## src/rtl/channel_window_stats_pkg.sv

```systemverilog
// ---------------------------------------------------------------------------
// ch_stats_pkg
// Shared sizing and state encoding for the per-channel sample window buffer
// and its downstream statistics reader.
//   NUM_CHANNELS : channels held in the buffer
//   SAMPLE_BITS  : width of one sample
//   WINDOW       : samples per channel window
//   CH_W/SLOT_W  : channel / slot index widths
//   SUM_W        : accumulator width, wide enough that a full window of
//                  maximum samples cannot overflow
// ---------------------------------------------------------------------------
package ch_stats_pkg;

  localparam int NUM_CHANNELS = 14;
  localparam int SAMPLE_BITS  = 8;
  localparam int WINDOW       = 10;
  localparam int CH_W         = $clog2(NUM_CHANNELS);
  localparam int SLOT_W       = $clog2(WINDOW);
  localparam int SUM_W        = SAMPLE_BITS + $clog2(WINDOW);

  typedef enum logic [1:0] {
    IDLE  = 2'd0,
    READ  = 2'd1,
    DRAIN = 2'd2,
    HOLD  = 2'd3
  } state_t;

endpackage

```

## src/rtl/channel_window_stats_accum.sv

```systemverilog
// ---------------------------------------------------------------------------
// window_accum
// Running sum / min / max over the samples of one window.
//   clk, reset : clock, synchronous active-high reset
//   i_clear    : zero all results (start of a new request)
//   i_valid    : i_data holds a sample this cycle
//   i_first    : this sample is the first of the window (loads, not merges)
//   i_data     : sample value (unsigned)
//   o_sum      : zero-extended sum of accepted samples
//   o_min      : smallest sample seen (ties keep current value)
//   o_max      : largest sample seen (ties keep current value)
// ---------------------------------------------------------------------------
module window_accum
  import ch_stats_pkg::*;
(
  input  logic                   clk,
  input  logic                   reset,
  input  logic                   i_clear,
  input  logic                   i_valid,
  input  logic                   i_first,
  input  logic [SAMPLE_BITS-1:0] i_data,
  output logic [SUM_W-1:0]       o_sum,
  output logic [SAMPLE_BITS-1:0] o_min,
  output logic [SAMPLE_BITS-1:0] o_max
);

  logic [SUM_W-1:0]       r_sum;
  logic [SAMPLE_BITS-1:0] r_min;
  logic [SAMPLE_BITS-1:0] r_max;

  always_ff @(posedge clk) begin
    if (reset || i_clear) begin
      r_sum <= '0;
      r_min <= '0;
      r_max <= '0;
    end else if (i_valid) begin
      if (i_first) begin
        r_sum <= SUM_W'(i_data);
        r_min <= i_data;
        r_max <= i_data;
      end else begin
        r_sum <= r_sum + SUM_W'(i_data);
        if (i_data < r_min) r_min <= i_data;
        if (i_data > r_max) r_max <= i_data;
      end
    end
  end

  assign o_sum = r_sum;
  assign o_min = r_min;
  assign o_max = r_max;

endmodule

```

## src/rtl/channel_window_stats.sv

```systemverilog
// ---------------------------------------------------------------------------
// channel_window_stats
// On request, sweeps every slot of one channel through the sample buffer's
// synchronous read port and returns sum/min/max of that window. One request
// in flight; the result is held until the downstream consumer takes it.
//   clk, reset          : clock, synchronous active-high reset
//   req_valid/req_ready : request handshake, req_ready high only in IDLE
//   req_chan            : channel to read (>= NUM_CHANNELS flags res_err)
//   rd_en/rd_chan/rd_slot : buffer read port, slot 0 = oldest sample
//   rd_data             : buffer read data, valid one cycle after rd_en
//   res_valid/res_ready : result handshake
//   res_chan/res_sum/res_min/res_max/res_err : held result
// ---------------------------------------------------------------------------
module channel_window_stats
  import ch_stats_pkg::*;
(
  input  logic                   clk,
  input  logic                   reset,
  input  logic                   req_valid,
  output logic                   req_ready,
  input  logic [CH_W-1:0]        req_chan,
  output logic                   rd_en,
  output logic [CH_W-1:0]        rd_chan,
  output logic [SLOT_W-1:0]      rd_slot,
  input  logic [SAMPLE_BITS-1:0] rd_data,
  output logic                   res_valid,
  input  logic                   res_ready,
  output logic [CH_W-1:0]        res_chan,
  output logic [SUM_W-1:0]       res_sum,
  output logic [SAMPLE_BITS-1:0] res_min,
  output logic [SAMPLE_BITS-1:0] res_max,
  output logic                   res_err
);

  state_t              r_state;
  logic                r_req_ready;
  logic                r_rd_en;
  logic [CH_W-1:0]     r_rd_chan;
  logic [SLOT_W-1:0]   r_rd_slot;
  logic                r_rd_en_d;
  logic                r_first_d;
  logic                r_res_valid;
  logic [CH_W-1:0]     r_res_chan;
  logic                r_res_err;
  logic                w_start;

  assign w_start = req_valid && r_req_ready;

  always_ff @(posedge clk) begin
    if (reset) begin
      r_state     <= IDLE;
      r_req_ready <= 1'b1;
      r_rd_en     <= 1'b0;
      r_rd_chan   <= '0;
      r_rd_slot   <= '0;
      r_rd_en_d   <= 1'b0;
      r_first_d   <= 1'b0;
      r_res_valid <= 1'b0;
      r_res_chan  <= '0;
      r_res_err   <= 1'b0;
    end else begin
      // Buffer read latency is one cycle: the delayed strobe marks valid data.
      r_rd_en_d <= r_rd_en;
      r_first_d <= r_rd_en && (r_rd_slot == '0);
      case (r_state)
        IDLE: begin
          if (w_start) begin
            r_req_ready <= 1'b0;
            r_res_chan  <= req_chan;
            if (req_chan >= CH_W'(NUM_CHANNELS)) begin
              // Bad channel: no sweep, zeroed stats come from the accum clear.
              r_res_err   <= 1'b1;
              r_res_valid <= 1'b1;
              r_state     <= HOLD;
            end else begin
              r_res_err <= 1'b0;
              r_rd_chan <= req_chan;
              r_rd_slot <= '0;
              r_rd_en   <= 1'b1;
              r_state   <= READ;
            end
          end
        end
        READ: begin
          if (r_rd_slot == SLOT_W'(WINDOW - 1)) begin
            r_rd_en <= 1'b0;
            r_state <= DRAIN;
          end else begin
            r_rd_slot <= r_rd_slot + SLOT_W'(1);
          end
        end
        DRAIN: begin
          r_res_valid <= 1'b1;
          r_state     <= HOLD;
        end
        HOLD: begin
          if (res_ready) begin
            r_res_valid <= 1'b0;
            r_req_ready <= 1'b1;
            r_state     <= IDLE;
          end
        end
        default: r_state <= IDLE;
      endcase
    end
  end

  // Accumulator registers double as the result hold registers: they only
  // change during a sweep, so they stay stable throughout HOLD.
  window_accum u_accum (
    .clk     (clk),
    .reset   (reset),
    .i_clear (w_start),
    .i_valid (r_rd_en_d),
    .i_first (r_first_d),
    .i_data  (rd_data),
    .o_sum   (res_sum),
    .o_min   (res_min),
    .o_max   (res_max)
  );

  assign req_ready = r_req_ready;
  assign rd_en     = r_rd_en;
  assign rd_chan   = r_rd_chan;
  assign rd_slot   = r_rd_slot;
  assign res_valid = r_res_valid;
  assign res_chan  = r_res_chan;
  assign res_err   = r_res_err;

endmodule

```

## config.mk

```make
export PLATFORM = sky130hd
export DESIGN_NAME = channel_window_stats
export DESIGN_NICKNAME = d
export VERILOG_FILES = /design/src/rtl/channel_window_stats_pkg.sv /design/src/rtl/channel_window_stats_accum.sv /design/src/rtl/channel_window_stats.sv
export SDC_FILE = /design/constraint.sdc
export NUM_CORES = 1
export LEC_CHECK = 0
export CORE_ASPECT_RATIO = 0.75
export CORE_MARGIN = 8
export CORE_UTILIZATION = 50
export DETAILED_ROUTE_END_ITERATION = 10
export GPL_ROUTABILITY_DRIVEN = 0
export PLACE_DENSITY = 0.78
export SLEW_MARGIN = 20
export SYNTH_ARGS = -nofsm -noshare
export SYNTH_HDL_FRONTEND = slang
export SYNTH_HIERARCHICAL = 1
export SYNTH_SLANG_ARGS = --single-unit
```

## constraint.sdc

```tcl
create_clock -name clk -period 5.43 [get_ports clk]
set_input_delay 1.086 -clock clk [delete_from_list [all_inputs] [get_ports clk]]
set_output_delay 1.086 -clock clk [all_outputs]
set_load 0.01 [all_outputs]
```

==> metrics.md <==
| Metric | Value |
|---|---|
| Unrepaired setup endpoints after global routing | `no` |
| #FFs+latches synth | `48` |
| R2R setup slack | `~3.3 ns` |
| Psw | `around 380 uW` |
| Crit end category | `flip-flop` |
| Post-Syn Area per Cell | `8.245 um2` |
| Max Clk Rate | `between 300 and 400 MHz` |
| CTS tree | `built` |
| Total internal power | `around 690 uW` |
| Share of layout cells above drive strength 1 | `around 4.6%` |
| DRC Markers | `0` |
| Worst reg-to-reg path cell count | `5` |
| P_leak | `approximately 0.0015 uW` |
| Skew final | `~0.0046 ns` |
| Post-Synth Simple-Gate Area | `between 20% and 30%` |
| Post-synthesis mux area share | `between 7 and 8%` |
| Initial antenna violation count | `0` |
| Filler cells | `around 500` |
| Post-CTS setup buffers | `0` |
| First-pass GRT wire length | `roughly 12000 um` |
| Max VDD drop | `between 0.2 and 0.25 mV` |
| Total Routing Usage GR | `16.48%` |
| Clk sinks | `48` |
| Post-CTS Resized | `0` |
| Detailed-route via count | `2778` |
| Wire per inst | `~15 um` |
| Main synth FF type | `dfxtp_1` |
| Syn Std Cell Area | `2993 um2` |
| Initial core utilization | `between 50% and 60%` |
| Synth area leader | `dfxtp_1` |
| Sw frac | `35.86%` |
| Final cell area excluding filler cells | `3720 um2` |
| Final min period | `between 2 and 3 ns` |
| Hpwl dp | `~5600 um` |
| Reg2reg end | `u_accum/o_sum[8]` |
| HP Class | `flip-flop to flip-flop` |
| Die height | `around 83 um` |
| Post-synthesis compound-gate area fraction | `about a fifth` |
| Vias per std cell | `about 5.6` |
| Pin count of the biggest net entering global routing | `32` |
| Clock slew at reported path FFs | `about 0.08 ns` |
| DRT iter0 DRCs | `~180` |
| Core ar. | `around 5800 um2` |
| Cell variety after synth | `52` |
| Non-Filler Instances | `495` |
| CP Max Fanout | `8` |
| Num CTS Buffers | `5` |
| WL final | `7344 um` |
| I/O Pins | `60` |
| Clock root buffer | `clkbuf_8` |
| Fin. max-slew vios | `0` |
| Relative slew margins | `~36%` |
| Syn Nets | `410` |
| Largest family of logic cells by synthesized area | `simple AND/OR/NAND/NOR gates` |
| Max Cap Viol | `0` |
| GRT Residual Overflow | `0` |
| Setup TNS | `0 ns` |
| Placed Instances | `between 400 and 500` |
| Post-synth EDFFs | `0` |
| Port buffer count | `59` |
| Kind of critical path | `input port to flip-flop` |
| Die X | `105.3 um` |
| Post-synthesis cell count | `between 300 and 400` |
| Hold Vio Cnt, Final | `0` |
| Hold endpoint | `u_accum/o_max[5]` |
| R2r startpoint | `r_rd_en_d` |
| Clock power share | `roughly a fifth` |
| Maximum clock insertion buffer count | `2` |
| Post-synthesis xor/xnor area fraction | `0.5853%` |
| Die Area | `8743 um2` |
| Synth cell count leaders | `dfxtp_1 (48), nand2_1 (45), nor2_1 (33)` |
| Synth Warn # | `6` |
| Synth-to-layout area growth | `24.29%` |
| Hold-fix buffers at CTS | `0` |
| Number of global-route vias before repair | `around 2600` |
| Worst EP required | `~5.6 ns` |
| ANT nets after route | `0` |
| WHS Path Cells | `2` |
| Min-delay src | `u_accum/o_max[5]` |
| Ranking of synthesized cells by area | `dfxtp_1 (32%), ha_1 (13%), mux2i_1 (7.7%)` |
| Clk_lat worst skew | `0.30 ns` |
| Antenna diodes | `0` |
| Sequential share of power | `just over 40%` |
| Status | `complete, no violations` |
| Cell row count | `24` |
| H-tree depth | `2` |
| Worst setup SP type | `input port` |
| Post-synthesis adder-cell area fraction | `a little over an eighth` |
| Synth async-reset ratio | `0%` |
| Least-Margin Pin Slew | `roughly 0.96 ns` |
| Final #Nets | `around 460` |
| Placed Instance Area | `around 3600 um2` |
| Period Utilization, post-route | `between 50% and 60%` |
| Final Setup Violations | `0` |
| Part of the power in combinational logic | `about 38%` |
| Number of iterations in the first detailed-routing pass | `5` |
| Count leader, synth | `dfxtp_1` |
| Area share of the leading cell type in the synthesized netlist | `around 32%` |
| Arr. time, crit path | `about 3.1 ns` |
| Post-synthesis sequential area ratio | `about a third` |
| Pwr dens | `287.3 nW/um2` |
==> worst max-delay path by stage <==
stage | startpoint | to | slack [ns] | cells after the start
finish | rd_data[4] | u_accum/o_sum[7] | 2.50 | 7
floorplan | rd_data[4] | u_accum/o_sum[7] | 2.96 | 6
global placement | rd_data[6] | u_accum/o_min[5] | 2.26 | 7
global route | reset | u_accum/o_sum[10] | 2.37 | 7
detailed placement | rd_data[6] | u_accum/o_min[0] | 2.20 | 7
CTS | rd_data[6] | u_accum/o_min[0] | 2.51 | 7
==> metrics by stage <==
stage,power (uW),util [%],setup WS [ns],hold WS [ns]
after floorplan,714.6,-,2.963,0.4910
after global placement,834.8,62.52,2.262,0.4641
after detailed placement,846.0,62.52,2.203,0.4631
after CTS,1072,64.18,2.513,0.4773
after global routing,1138,64.18,2.374,0.5090
final,1069,64.18,2.498,0.4766
==> cell families (layout without fill, tap and decap cells) <==
family,Yosys count,count (layout)
mux,23,23
flops,48,48
simple gates,136,136
compound gates,85,85
fa+ha+maj,31,31
buf+inv,38,92
xor+xnor,2,2
==> cells in the final DEF, fill, tap and decap left out, types with 3 or more instances in the layout <==
master            n
nand4_1           7
mux2i_1          23
nand3_1          15
nor2b_1           6
inv_1            25
nor2_1           32
dfxtp_1          48
nor3_1            6
nand2b_1          4
a211oi_1          3
and3_1            3
clkdlybuf4s50_1  59
ha_1             30
a21oi_1          26
a21o_1            7
clkbuf_8          7
o21ai_0          19
a31oi_1           7
nand2_1          45
==> per-layer routing <==
metal | part of all wire [%] | track usage [%] | wire length (um) | vias to the layer above
li1 | - | - | - | 1399
met1 | 49 | 21.35 | 3617 | 1300
met2 | 45 | 26.07 | 3270 | 73
met3 | 5.5 | 4.321 | 405 | 6
met4 | 0.68 | 4.910 | 50 | 0
met5 | 0 | 0 | 0 | -
==> power groups by stage <==
stage          Sequential (uW)  Clock [uW]  Combinational [uW]
3_5_place_dp               447           0                 399
3_3_place_gp               446           0                 389
6_report                   439         226                 403
2_1_floorplan              444           0                 271
4_1_cts                    439         230                 403
5_1_grt                    447         247                 445
==> sequential cells by signal (all words and copies together), names as in the netlist, 2 cells and up <==
register,cells
u_accum/o_sum,12
u_accum/o_max,8
u_accum/o_min,8
rd_chan,4
rd_slot,4
res_chan,4
r_state,2
==> worst max-delay path, cell delays in order <==
cell and delay, ns:
clkdlybuf4s50_1 0.53, ha_1 0.45, a21oi_1 0.18, nand2_1 0.14, or4b_1 0.53, o2111ai_1 0.11
a21oi_1 0.09
==> cell type report <==
cell class / count / area, um2 / area share [%]
clock buffers: 7 / 96.34 / 2.590
inverters: 25 / 93.84 / 2.523
multi-input cells: 277 / 1873 / 50.35
flip-flops and latches: 48 / 960.9 / 25.83
well taps: 78 / 97.59 / 2.624
repair buffers: 60 / 598.1 / 16.08
(Power assumes the default switching activity.)
